===== src/rtl/hazard_scoreboard.sv =====
// hazard_scoreboard
//   Hazard scoreboard that sits beside the D stage of the pipelined MIPS core.
//   It tracks in-flight register writers in NSTAGE downstream stages
//   (1 = E .. NSTAGE = W).
//   Each tracked entry holds {valid, destination, tnew}. The tnew field ages
//   (saturating decrement) every time the pipeline advances.
//   From these entries the block produces:
//     - a combinational D-stage stall, and
//     - per-source forwarding stage selects.
//
//   Optional feature: define HAZARD_STALL_CNT_EN to build a saturating
//   32-bit stall-cycle counter. Without it, stall_cnt is tied to zero.
//
// Ports
//   clk        rising-edge clock
//   rst_n      asynchronous reset, active low
//   ext_stall  freeze the whole pipeline (entries hold, no ageing)
//   flush      invalidate all tracked entries and the D instruction
//   d_valid    D stage holds a real instruction
//   d_rs/d_rt  D source registers; d_use_* says whether each is read,
//              and d_tuse_* says how many cycles until it is needed
//   d_we       D instruction writes d_a3; d_tnew is its result latency
//              measured from E entry
//   stall      hold PC/F/D and inject a bubble into E
//   fwd_rs/rt  youngest matching producer stage, 0 = register file
//   stall_cnt  count of cycles with stall=1 (optional feature)
module hazard_scoreboard #(
  parameter int REG_AW = 5,
  parameter int NSTAGE = 3,
  parameter int TW     = 2
) (
  input  logic                          clk,
  input  logic                          rst_n,
  input  logic                          ext_stall,
  input  logic                          flush,
  input  logic                          d_valid,
  input  logic [REG_AW-1:0]             d_rs,
  input  logic [REG_AW-1:0]             d_rt,
  input  logic                          d_use_rs,
  input  logic                          d_use_rt,
  input  logic [TW-1:0]                 d_tuse_rs,
  input  logic [TW-1:0]                 d_tuse_rt,
  input  logic                          d_we,
  input  logic [REG_AW-1:0]             d_a3,
  input  logic [TW-1:0]                 d_tnew,
  output logic                          stall,
  output logic [$clog2(NSTAGE+1)-1:0]   fwd_rs,
  output logic [$clog2(NSTAGE+1)-1:0]   fwd_rt,
  output logic [31:0]                   stall_cnt
);

  localparam int FW = $clog2(NSTAGE+1);

  // Tracked entries; index 1 is E, index NSTAGE is W.
  logic              v_reg    [1:NSTAGE];
  logic [REG_AW-1:0] a3_reg   [1:NSTAGE];
  logic [TW-1:0]     tnew_reg [1:NSTAGE];

  logic          rs_hit, rt_hit;
  logic [FW-1:0] rs_k, rt_k;
  logic [TW-1:0] rs_tnew, rt_tnew;
  logic          haz_rs, haz_rt;

  // Youngest-match search. The scan runs from the oldest stage down to E,
  // so the last hit written is the youngest producer.
  always_comb begin
    rs_hit  = 1'b0;
    rs_k    = '0;
    rs_tnew = '0;
    rt_hit  = 1'b0;
    rt_k    = '0;
    rt_tnew = '0;
    for (int k = NSTAGE; k >= 1; k--) begin
      if (v_reg[k] && (a3_reg[k] == d_rs) && (d_rs != '0)) begin
        rs_hit  = 1'b1;
        rs_k    = FW'(k);
        rs_tnew = tnew_reg[k];
      end
      if (v_reg[k] && (a3_reg[k] == d_rt) && (d_rt != '0)) begin
        rt_hit  = 1'b1;
        rt_k    = FW'(k);
        rt_tnew = tnew_reg[k];
      end
    end
  end

  // A hazard exists only when the youngest producer's result will not be
  // ready by the time the consumer needs it.
  assign haz_rs = d_valid && d_use_rs && rs_hit && (rs_tnew > d_tuse_rs);
  assign haz_rt = d_valid && d_use_rt && rt_hit && (rt_tnew > d_tuse_rt);
  assign stall  = haz_rs | haz_rt | ext_stall;

  // The forwarding select ignores tnew: a stalled consumer still sees the
  // stage it will eventually forward from.
  assign fwd_rs = d_use_rs ? rs_k : '0;
  assign fwd_rt = d_use_rt ? rt_k : '0;

  genvar gi;
  generate
    for (gi = 1; gi <= NSTAGE; gi++) begin : g_entry
      if (gi == 1) begin : g_head
        // E stage: accept the D instruction, or a bubble on a data hazard.
        always_ff @(posedge clk or negedge rst_n) begin
          if (!rst_n) begin
            v_reg[gi]    <= 1'b0;
            a3_reg[gi]   <= '0;
            tnew_reg[gi] <= '0;
          end else if (flush) begin
            v_reg[gi] <= 1'b0;
          end else if (!ext_stall) begin
            v_reg[gi]    <= d_valid && d_we && (d_a3 != '0) && !(haz_rs || haz_rt);
            a3_reg[gi]   <= d_a3;
            tnew_reg[gi] <= d_tnew;
          end
        end
      end else begin : g_body
        // Later stages: shift from the previous stage with tnew aged by one.
        always_ff @(posedge clk or negedge rst_n) begin
          if (!rst_n) begin
            v_reg[gi]    <= 1'b0;
            a3_reg[gi]   <= '0;
            tnew_reg[gi] <= '0;
          end else if (flush) begin
            v_reg[gi] <= 1'b0;
          end else if (!ext_stall) begin
            v_reg[gi]    <= v_reg[gi-1];
            a3_reg[gi]   <= a3_reg[gi-1];
            tnew_reg[gi] <= (tnew_reg[gi-1] == '0) ? '0 : tnew_reg[gi-1] - TW'(1);
          end
        end
      end
    end
  endgenerate

`ifdef HAZARD_STALL_CNT_EN
  logic [31:0] stall_cnt_reg;

  // Saturating count of stalled cycles. Only reset clears it; flush does not.
  always_ff @(posedge clk or negedge rst_n) begin
    if (!rst_n) begin
      stall_cnt_reg <= '0;
    end else if (stall && (stall_cnt_reg != 32'hFFFF_FFFF)) begin
      stall_cnt_reg <= stall_cnt_reg + 32'd1;
    end
  end

  assign stall_cnt = stall_cnt_reg;
`else
  assign stall_cnt = 32'd0;
`endif

endmodule

===== config.mk =====
export PLATFORM = sky130hd
export DESIGN_NAME = hazard_scoreboard
export DESIGN_NICKNAME = d
export VERILOG_FILES = /design/src/rtl/hazard_scoreboard.sv
export SDC_FILE = /design/constraint.sdc
export NUM_CORES = 1
export LEC_CHECK = 0
export BUFFER_PORTS_ARGS = -buffer_cell sky130_fd_sc_hd__buf_2
export CELL_PAD_IN_SITES_DETAIL_PLACEMENT = 0
export CELL_PAD_IN_SITES_GLOBAL_PLACEMENT = 1
export CORE_MARGIN = 3
export CORE_UTILIZATION = 33
export DETAILED_ROUTE_END_ITERATION = 8
export GPL_ROUTABILITY_DRIVEN = 0
export GPL_TIMING_DRIVEN = 0
export PLACE_DENSITY_LB_ADDON = 0.1
export SETUP_SLACK_MARGIN = 0.2
export SYNTH_ARGS = -nofsm -noshare
export SYNTH_HDL_FRONTEND = slang
export SYNTH_SLANG_ARGS = --single-unit

===== constraint.sdc =====
create_clock -name clk -period 4.66 [get_ports clk]
set_input_delay 1.398 -clock clk [delete_from_list [all_inputs] [get_ports clk]]
set_output_delay 1.398 -clock clk [all_outputs]
set_load 0.005 [all_outputs]

==> reports/metrics.cfg, run 1 <==
[run_status]
status=finished with violations
violations=negative setup slack

[clock_network]
cts_tree=built
cts_max_level=1
clkSinkCount=24
clk_latency_ns=0.27
clk_path_buf_depth=2
cts_hold_buf=0
clockRootBuffer=clkbuf_8
cts_made_buffers=3
path_clk_slew_ns=0.09

[worst_setup_path]
arrival_ns=3.80
worst-path-stages=13
cp-start-kind=primary input
endpoint=stall
r2r_slack_ns=1.84
cpMaxStageDelayCell=or4_4
critPathTopFamily=simple AND/OR/NAND/NOR gates
r2r_start=a3_reg[6]
r2r-end=v_reg[2]
path_buf_inv=3
cp.required_ns=3.26
cp-end-kind=output pin
critical_path_class=in2out
worstPathMaxFanout=5
worstSetupStartpoint=d_rt[2]
worstRegToRegCells=13
path_cells=buf_2 > or4_4 > nor2_4 > buf_6 > nor4b_2 > a31oi_1 > mux2i_1 > ha_1 > nor2b_1 > o2111ai_1 > a31oi_1 > or3_1 > buf_2
cpPeakStageDelay_ns=0.50

[timing]
setup_slack_ns=-0.535
rsz0062_at_grt=true
final_hold_viol_count=0
setup_viol=1
maxSlewHeadroom=0.596
fmax_mhz=192
worstMarginPinSlew_ns=0.606
drv_slew=0
finClkSkew_ns=0.00334
holdWs_ns=0.552
post-route-min-period_ns=5.20
fin_tns_setup_ns=-0.535
fin_crit_sh=1.11

[pwr]
ir_worst_vdd_mv=0.187
p_per_area_nw_per_um2=270
power_mw=0.676
cellLeakagePower_nw=1.18

[cells_and_area]
largest_reg_flops=15
finalInstanceArea_um2=2500
n_fill_cell=519
seq_area_um2=601
nNetsFinal=303
multi_input_area_um2=1160
final_cells=339
diodes=0
area_growth_pct=34.9
drive_gt1_frac=0.424

[floorplan]
die_w_um=80.9
core_um2=5270
initial_core_util=0.351
die_y_um=80.9
ios=66
num_rows=26
dieArea_um2=6550

[synthesis]
synth_edf_count=0
ys_ff_latch=24
netlist_instances=189
synth-seq-area-share=0.324
syn_area_per_cell_um2=9.80
synthArstFlopShare=1.00
syn_area_um2=1850
yosysWarnings=0
synth_flop_cell=dfrtp_1
ys_types=39

[drt]
drt-vias-per-instance=4.36
drc=0
drtPass1Iterations=4
drt-initial-drc-count=35
wire_per_inst_um=12.9
vias=1477
routed_wl_mm=4.37
ant_nets=0

[global_route]
grt.total_usage=0.139
grt_pass1_vias=1445
antenna_found_initial=0
grt_pass1_wl_mm=7.09
overflow=0
grt_max_degree=25

[run]
maxCapViolCount=0

[placement]
place_hpwl_mm=3.43
place_inst=322
io_buffers=32
dpl_cell_area_um2=2220

[worst_hold_path]
worstHoldStart=tnew_reg[0]
hold_class=reg2reg

==> repair_timing <==
action                     in CTS  in global routing
buffers inserted               11                  2
hold endpoints to repair        0                  0
setup endpoints to repair       1                  1
pin swaps                      15                 11
resized for setup              19                  7
==> logic make-up (layout without fill, tap and decap cells) <==
group / Yosys count / after routing / synth area share
and+or+nand+nor: 49 / 49 / 0.156
buffers and inverters: 41 / 90 / 0.150
xor gates and xnor gates: 30 / 30 / 0.142
DFF: 24 / 24 / 0.324
muxes: 21 / 21 / 0.125
AOI/OAI and AO/OA: 19 / 19 / 0.0737
adders and majority gates: 4 / 4 / 0.0270
other: 1 / 32 / 0.00203
==> worst min-delay path: stages (launching register included) <==
cell and delay [ns]:
dfrtp_1 0.38, o21ai_0 0.09, nand2_1 0.05
==> metal layers <==
metal | vias up | wire, um | track usage
li1 | 759 | - | -
met1 | 658 | 1820 | 0.179
met2 | 55 | 2060 | 0.234
met3 | 5 | 439 | 0.0299
met4 | 0 | 53 | 0.0405
met5 | - | 0 | 0
==> worst min-delay path by stage <==
stage,end,slack [ns],cells past startpoint
after detailed placement,tnew_reg[1],0.55,2
final,tnew_reg[0],0.55,2
after CTS,tnew_reg[1],0.57,2
after global routing,tnew_reg[0],0.59,2
after global placement,tnew_reg[1],0.54,2
after floorplan,tnew_reg[1],0.49,2
==> where the power goes <==
group | total (mW) | internal [mW] | switching, mW | leakage [nW]
clock network | 0.185 | 0.115 | 0.0703 | 0.0357
registers | 0.299 | 0.248 | 0.0517 | 0.296
logic | 0.191 | 0.113 | 0.0775 | 0.849
total | 0.676 | 0.476 | 0.199 | 1.18
==> per-stage QoR <==
stage | setup slack (ns) | util
floorplan | -0.142 | -
global placement | -0.658 | 0.421
detailed placement | -0.667 | 0.421
CTS | -0.501 | 0.465
global route | -0.637 | 0.474
finish | -0.535 | 0.474
==> cell type report <==
cell class / instances / share of cell area
multi-input cells: 155 / 0.465
flip-flops and latches: 24 / 0.240
repair buffers: 45 / 0.115
plain buffers: 37 / 0.111
well taps: 70 / 0.0351
clock buffers: 3 / 0.0165
clock inverters: 1 / 0.0120
inverters: 4 / 0.00601
==> cell usage in the layout (no fill, tap or decap), types with 3 or more instances in the layout <==
cell type   n
dfrtp_1    24
nand3b_1    4
buf_4      45
clkbuf_1    3
conb_1     32
nand4_1     6
clkbuf_8    4
mux2_2     17
buf_2      28
inv_1       4
or4_4       3
xor2_1      6
buf_6       4
nor2_1      5
ha_1        4
xnor2_1    24
mux2i_1     4
o21ai_0     4
nand2_1    12
==> synthesized netlist by cell type, types with 2 or more instances <==
| cell | number | area share |
|---|---|---|
| nor4b_1 | 2 | 0.0095 |
| o211a_1 | 2 | 0.011 |
| buf_4 | 33 | 0.13 |
| ha_1 | 4 | 0.027 |
| a31oi_1 | 3 | 0.010 |
| nand3_1 | 2 | 0.0054 |
| o2111ai_1 | 2 | 0.0095 |
| mux2_2 | 17 | 0.10 |
| dfrtp_1 | 24 | 0.32 |
| or3_1 | 3 | 0.010 |
| nand4_1 | 6 | 0.020 |
| nor2_1 | 5 | 0.010 |
| xnor2_1 | 24 | 0.11 |
| clkbuf_1 | 4 | 0.0081 |
| nand2_1 | 12 | 0.024 |
| o21ai_0 | 4 | 0.011 |
| a31o_1 | 2 | 0.0095 |
| nor3_1 | 3 | 0.0081 |
| mux2i_1 | 4 | 0.022 |
| nand3b_1 | 4 | 0.016 |
| inv_1 | 4 | 0.0081 |
| or4_1 | 3 | 0.012 |
| xor2_1 | 6 | 0.028 |
No activity file was read; power rests on OpenSTA's default activity.
==> inputs of run 2 (changes only) <==
CELL_PAD_IN_SITES_DETAIL_PLACEMENT = 2   (was 0)
CELL_PAD_IN_SITES_GLOBAL_PLACEMENT = 2   (was 1)
CORE_UTILIZATION = 27   (was 33)
==> reports/metrics.cfg, run 2 (same netlist as run 1, synthesis figures left out) <==
[timing]
drv_slew=0
fmax_mhz=191
setup_viol=1
post-route-min-period_ns=5.22
maxSlewHeadroom=0.561
holdWs_ns=0.557
fin_crit_sh=1.12
final_hold_viol_count=0
setup_slack_ns=-0.565
rsz0062_at_grt=true
worstMarginPinSlew_ns=0.658
finClkSkew_ns=0.00346

[placement]
place_inst=329
place_hpwl_mm=4.22
dpl_cell_area_um2=2230
io_buffers=32

[worst_hold_path]
min_delay_path_depth=2
hold_class=reg2reg
min_to=tnew_reg[0]
worstHoldStart=tnew_reg[0]

[drt]
drt-initial-drc-count=49
wire_per_inst_um=16.0
ant_nets=0
drtPass1Iterations=4
routed_wl_mm=5.55
drt-vias-per-instance=4.51
drc=0
vias=1566

[worst_setup_path]
cpMostUsedCell=buf_6
worstRegToRegCells=12
arrival_ns=3.83
worstPathMaxFanout=4
path_cells=buf_8 > buf_6 > xnor2_2 > nand4_1 > or4_4 > buf_6 > buf_6 > mux2i_2 > ha_2 > nand2_2 > o2111ai_2 > a31oi_2 > or3_4 > buf_6
path_buf_inv=5
cp-end-kind=output pin
critPathTopFamily=simple AND/OR/NAND/NOR gates
r2r-end=v_reg[2]
cpPeakStageDelay_ns=0.55
cpMaxStageDelayCell=or4_4
r2r_start=a3_reg[13]
cp-start-kind=primary input
cp.required_ns=3.26
critical_path_class=in2out
r2r_slack_ns=1.92

[clock_network]
cts_hold_buf=0
clk_path_buf_depth=2
path_clk_slew_ns=0.09
clkSinkCount=24
cts_made_buffers=3
clk_latency_ns=0.27
cts_max_level=1
cts_tree=built
clockRootBuffer=clkbuf_8

[cells_and_area]
final_cells=347
largest_reg_flops=15
drive_gt1_frac=0.474
area_growth_pct=40.3
layout_common_cells=buf_4, conb_1, buf_2
diodes=0
n_fill_cell=729
final_common_cell=buf_4
finalInstanceArea_um2=2600
nNetsFinal=304

[run]
maxCapViolCount=0

[global_route]
grt.total_usage=0.141
overflow=0
grt_max_degree=25
antenna_found_initial=0
grt_pass1_vias=1608
grt_pass1_wl_mm=8.55

[floorplan]
num_rows=29
ios=66
die_w_um=88.8
die_y_um=88.8
core_um2=6490
dieArea_um2=7890
initial_core_util=0.285

[pwr]
p_per_area_nw_per_um2=256
power_mw=0.665
ir_worst_vdd_mv=0.138
cellLeakagePower_nw=1.22

[run_status]
status=finished with violations
violations=negative setup slack

## run 2: cell type report
type	instances	area [um^2]	share of cell area
buffer	37	274	0.105
tap	77	96.3	0.0371
sequential	24	601	0.231
multi-input combinational	155	1240	0.476
timing repair buffer	46	320	0.123
inverter	4	15.0	0.00578
clock buffer	4	55.1	0.0212
## run 2: worst max-delay path by stage
stage,startpoint,end,slack (ns),cells after the start
finish,d_rt[1],stall,-0.56,14
global route,d_rs[4],stall,-0.73,12
CTS,d_rt[1],stall,-0.58,12
detailed placement,d_rs[4],stall,-0.73,12
global placement,d_rs[0],stall,-0.74,12
floorplan,d_rt[2],stall,-0.14,10
## run 2: stage by stage
step	TNS [ns]	utilization	setup slack [ns]
after CTS	-0.584	0.371	-0.584
after detailed placement	-0.733	0.343	-0.733
after global placement	-0.735	0.343	-0.735
after floorplan	-0.142	-	-0.142
final	-0.565	0.400	-0.565
after global routing	-0.733	0.400	-0.733
## run 2: power breakdown
part	switching (mW)	total (mW)	leakage (nW)	internal [mW]
registers	0.0566	0.304	0.296	0.248
clock network	0.0700	0.145	0.0288	0.0755
logic	0.0899	0.215	0.893	0.125
total	0.216	0.665	1.22	0.448
## run 2: layer usage
metal / wire (um) / vias to the layer above / global-route usage
li1: - / 763 / -
met1: 2410 / 755 / 0.191
met2: 2840 / 44 / 0.242
met3: 255 / 4 / 0.0149
met4: 37 / 0 / 0.0288
met5: 0 / - / 0
## run 2: worst register-to-register path: stages (launching register included)
cell and delay, ns:
dfrtp_1 0.47, xnor2_2 0.17, nand4_1 0.11, or4_4 0.55, buf_6 0.14, buf_6 0.12
mux2i_2 0.17, ha_2 0.30, nand2_2 0.06, o2111ai_2 0.12, a31oi_2 0.20, buf_4 0.14
o32ai_1 0.07
## run 2: repair_timing
| action | CTS | global route |
|---|---|---|
| endpoints found under the setup margin | 1 | 1 |
| pin swaps | 9 | 20 |
| hold endpoints to repair | 0 | 0 |
| setup buffers | 6 | 8 |
| gates resized for setup | 21 | 29 |
==> inputs of run 3 (changes only) <==
BUFFER_PORTS_ARGS = not set   (was -buffer_cell sky130_fd_sc_hd__buf_2)
CORE_UTILIZATION = 34   (was 27)
DONT_BUFFER_PORTS = 1   (was not set)
TNS_END_PERCENT = 5   (was not set)
==> reports/metrics.cfg, run 3 (same netlist as run 1, synthesis figures left out) <==
[run_status]
status=finished with violations
violations=negative setup slack

[global_route]
grt-busiest-layer=met2
grt_max_degree=25
gr-usage-met1=0.196
grt_pass1_vias=1609
use_met2=0.303
grt.total_usage=0.167
overflow=0
antenna_found_initial=0
grt_pass1_wl_mm=8.20
grt_use_met3=0.0451

[clock_network]
clk_path_buf_depth=2
path_clk_slew_ns=0.08
clockRootBuffer=clkbuf_8
cts_max_level=1
cts_made_buffers=3
cts_hold_buf=0
cts_tree=built
clkSinkCount=24
clk_latency_ns=0.27

[worst_hold_path]
min_to=tnew_reg[0]
min_delay_path_depth=2
worstHoldStart=tnew_reg[0]
hold_class=reg2reg

[worst_setup_path]
r2r_start=a3_reg[11]
cpMostUsedCell=a31oi_1
r2r-end=v_reg[2]
critical_path_class=in2out
worstRegToRegCells=10
path_cells=or4_4 > nor2_4 > nor3_1 > a31oi_1 > mux2i_1 > ha_1 > nor2b_1 > o2111ai_1 > a31oi_1 > or3_1
cpPeakStageDelay_ns=0.53
cp-end-kind=output pin
cp.required_ns=3.26
worstPathMaxFanout=7
arrival_ns=3.63
cpMaxStageDelayCell=or4_4
r2r_slack_ns=2.03
cp-start-kind=primary input

[timing]
setup_slack_ns=-0.368
final_hold_viol_count=0
post-route-min-period_ns=5.03
rsz0062_at_grt=true
finClkSkew_ns=0.00221
setup_viol=1
worstMarginPinSlew_ns=0.568
fmax_mhz=199
fin_crit_sh=1.08
drv_slew=0
maxSlewHeadroom=0.618

[cells_and_area]
drive_gt1_frac=0.284
diodes=0
final_common_cell=buf_4
fin_util=0.413
area_growth_pct=15.3
nNetsFinal=260
largest_reg_flops=15
layout_common_cells=buf_4, conb_1, xnor2_1, dfrtp_1, mux2_2

[drt]
drc=0
vias=1408
drtPass1Iterations=4
drt-vias-per-instance=4.77
ant_nets=0
wire_per_inst_um=17.1
routed_wl_mm=5.04
drt-initial-drc-count=28

[floorplan]
num_rows=26
dieArea_um2=6370
ios=66
core_um2=5170
initial_core_util=0.358
die_w_um=79.8
die_y_um=79.8

[pwr]
cellLeakagePower_nw=0.960
ir_worst_vdd_mv=0.188
p_per_area_nw_per_um2=276
power_mw=0.590

[placement]
dp_slack_ns=-0.501
place_hpwl_mm=4.25
io_buffers=0

[run]
maxCapViolCount=0

-- run 3: layout make-up --
type                    instances  area (um^2)
plain buffers                  37          268
multi-input cells             155         1110
flip-flops and latches         24          601
repair buffers                  2         15.0
clock buffers                   3         41.3
fillers                       577         3040
inverters                       4         15.0
well taps                      70         87.6
-- run 3: where the power goes --
group / switching [mW] / internal [mW]
clock network: 0.0668 / 0.0580
registers: 0.0547 / 0.248
logic: 0.0624 / 0.100
total: 0.184 / 0.406
-- run 3: worst max path at each step --
| stage | startpoint | end | cells after the start |
|---|---|---|---|
| 2_1_floorplan | d_rt[2] | stall | 10 |
| 3_3_place_gp | d_rs[2] | stall | 10 |
| 3_5_place_dp | d_rs[2] | stall | 10 |
| 4_1_cts | d_rt[4] | stall | 10 |
| 5_1_grt | d_rt[2] | stall | 10 |
| 6_report | d_rt[2] | stall | 10 |
-- run 3: critical path: cells and delay by family --
kind            cells  cell delay (ns)
compound gates      3             0.50
simple gates        5             1.34
mux                 1             0.11
fa+ha+maj           1             0.29
-- run 3: metrics by stage --
stage / hold slack (ns) / std cells / setup TNS, ns / cell area [um^2]
after floorplan: 0.485 / 220 / -0.142 / 1970
after global placement: 0.537 / 290 / -0.350 / 2060
after detailed placement: 0.550 / 290 / -0.501 / 2060
after CTS: 0.570 / 294 / -0.361 / 2120
after global routing: 0.624 / 295 / -0.470 / 2140
final: 0.586 / 295 / -0.368 / 2140
-- run 3: what timing repair did --
item                       4_1_cts  5_1_grt
gates resized for setup          4        1
pin swaps                        2        2
setup buffers                    1        1
setup endpoints to repair        1        1
-- run 3: routing by layer --
metal	vias to the layer above	share of wire
li1	669	-
met1	693	0.40
met2	44	0.51
met3	2	0.079
met4	0	0.0048
met5	-	0
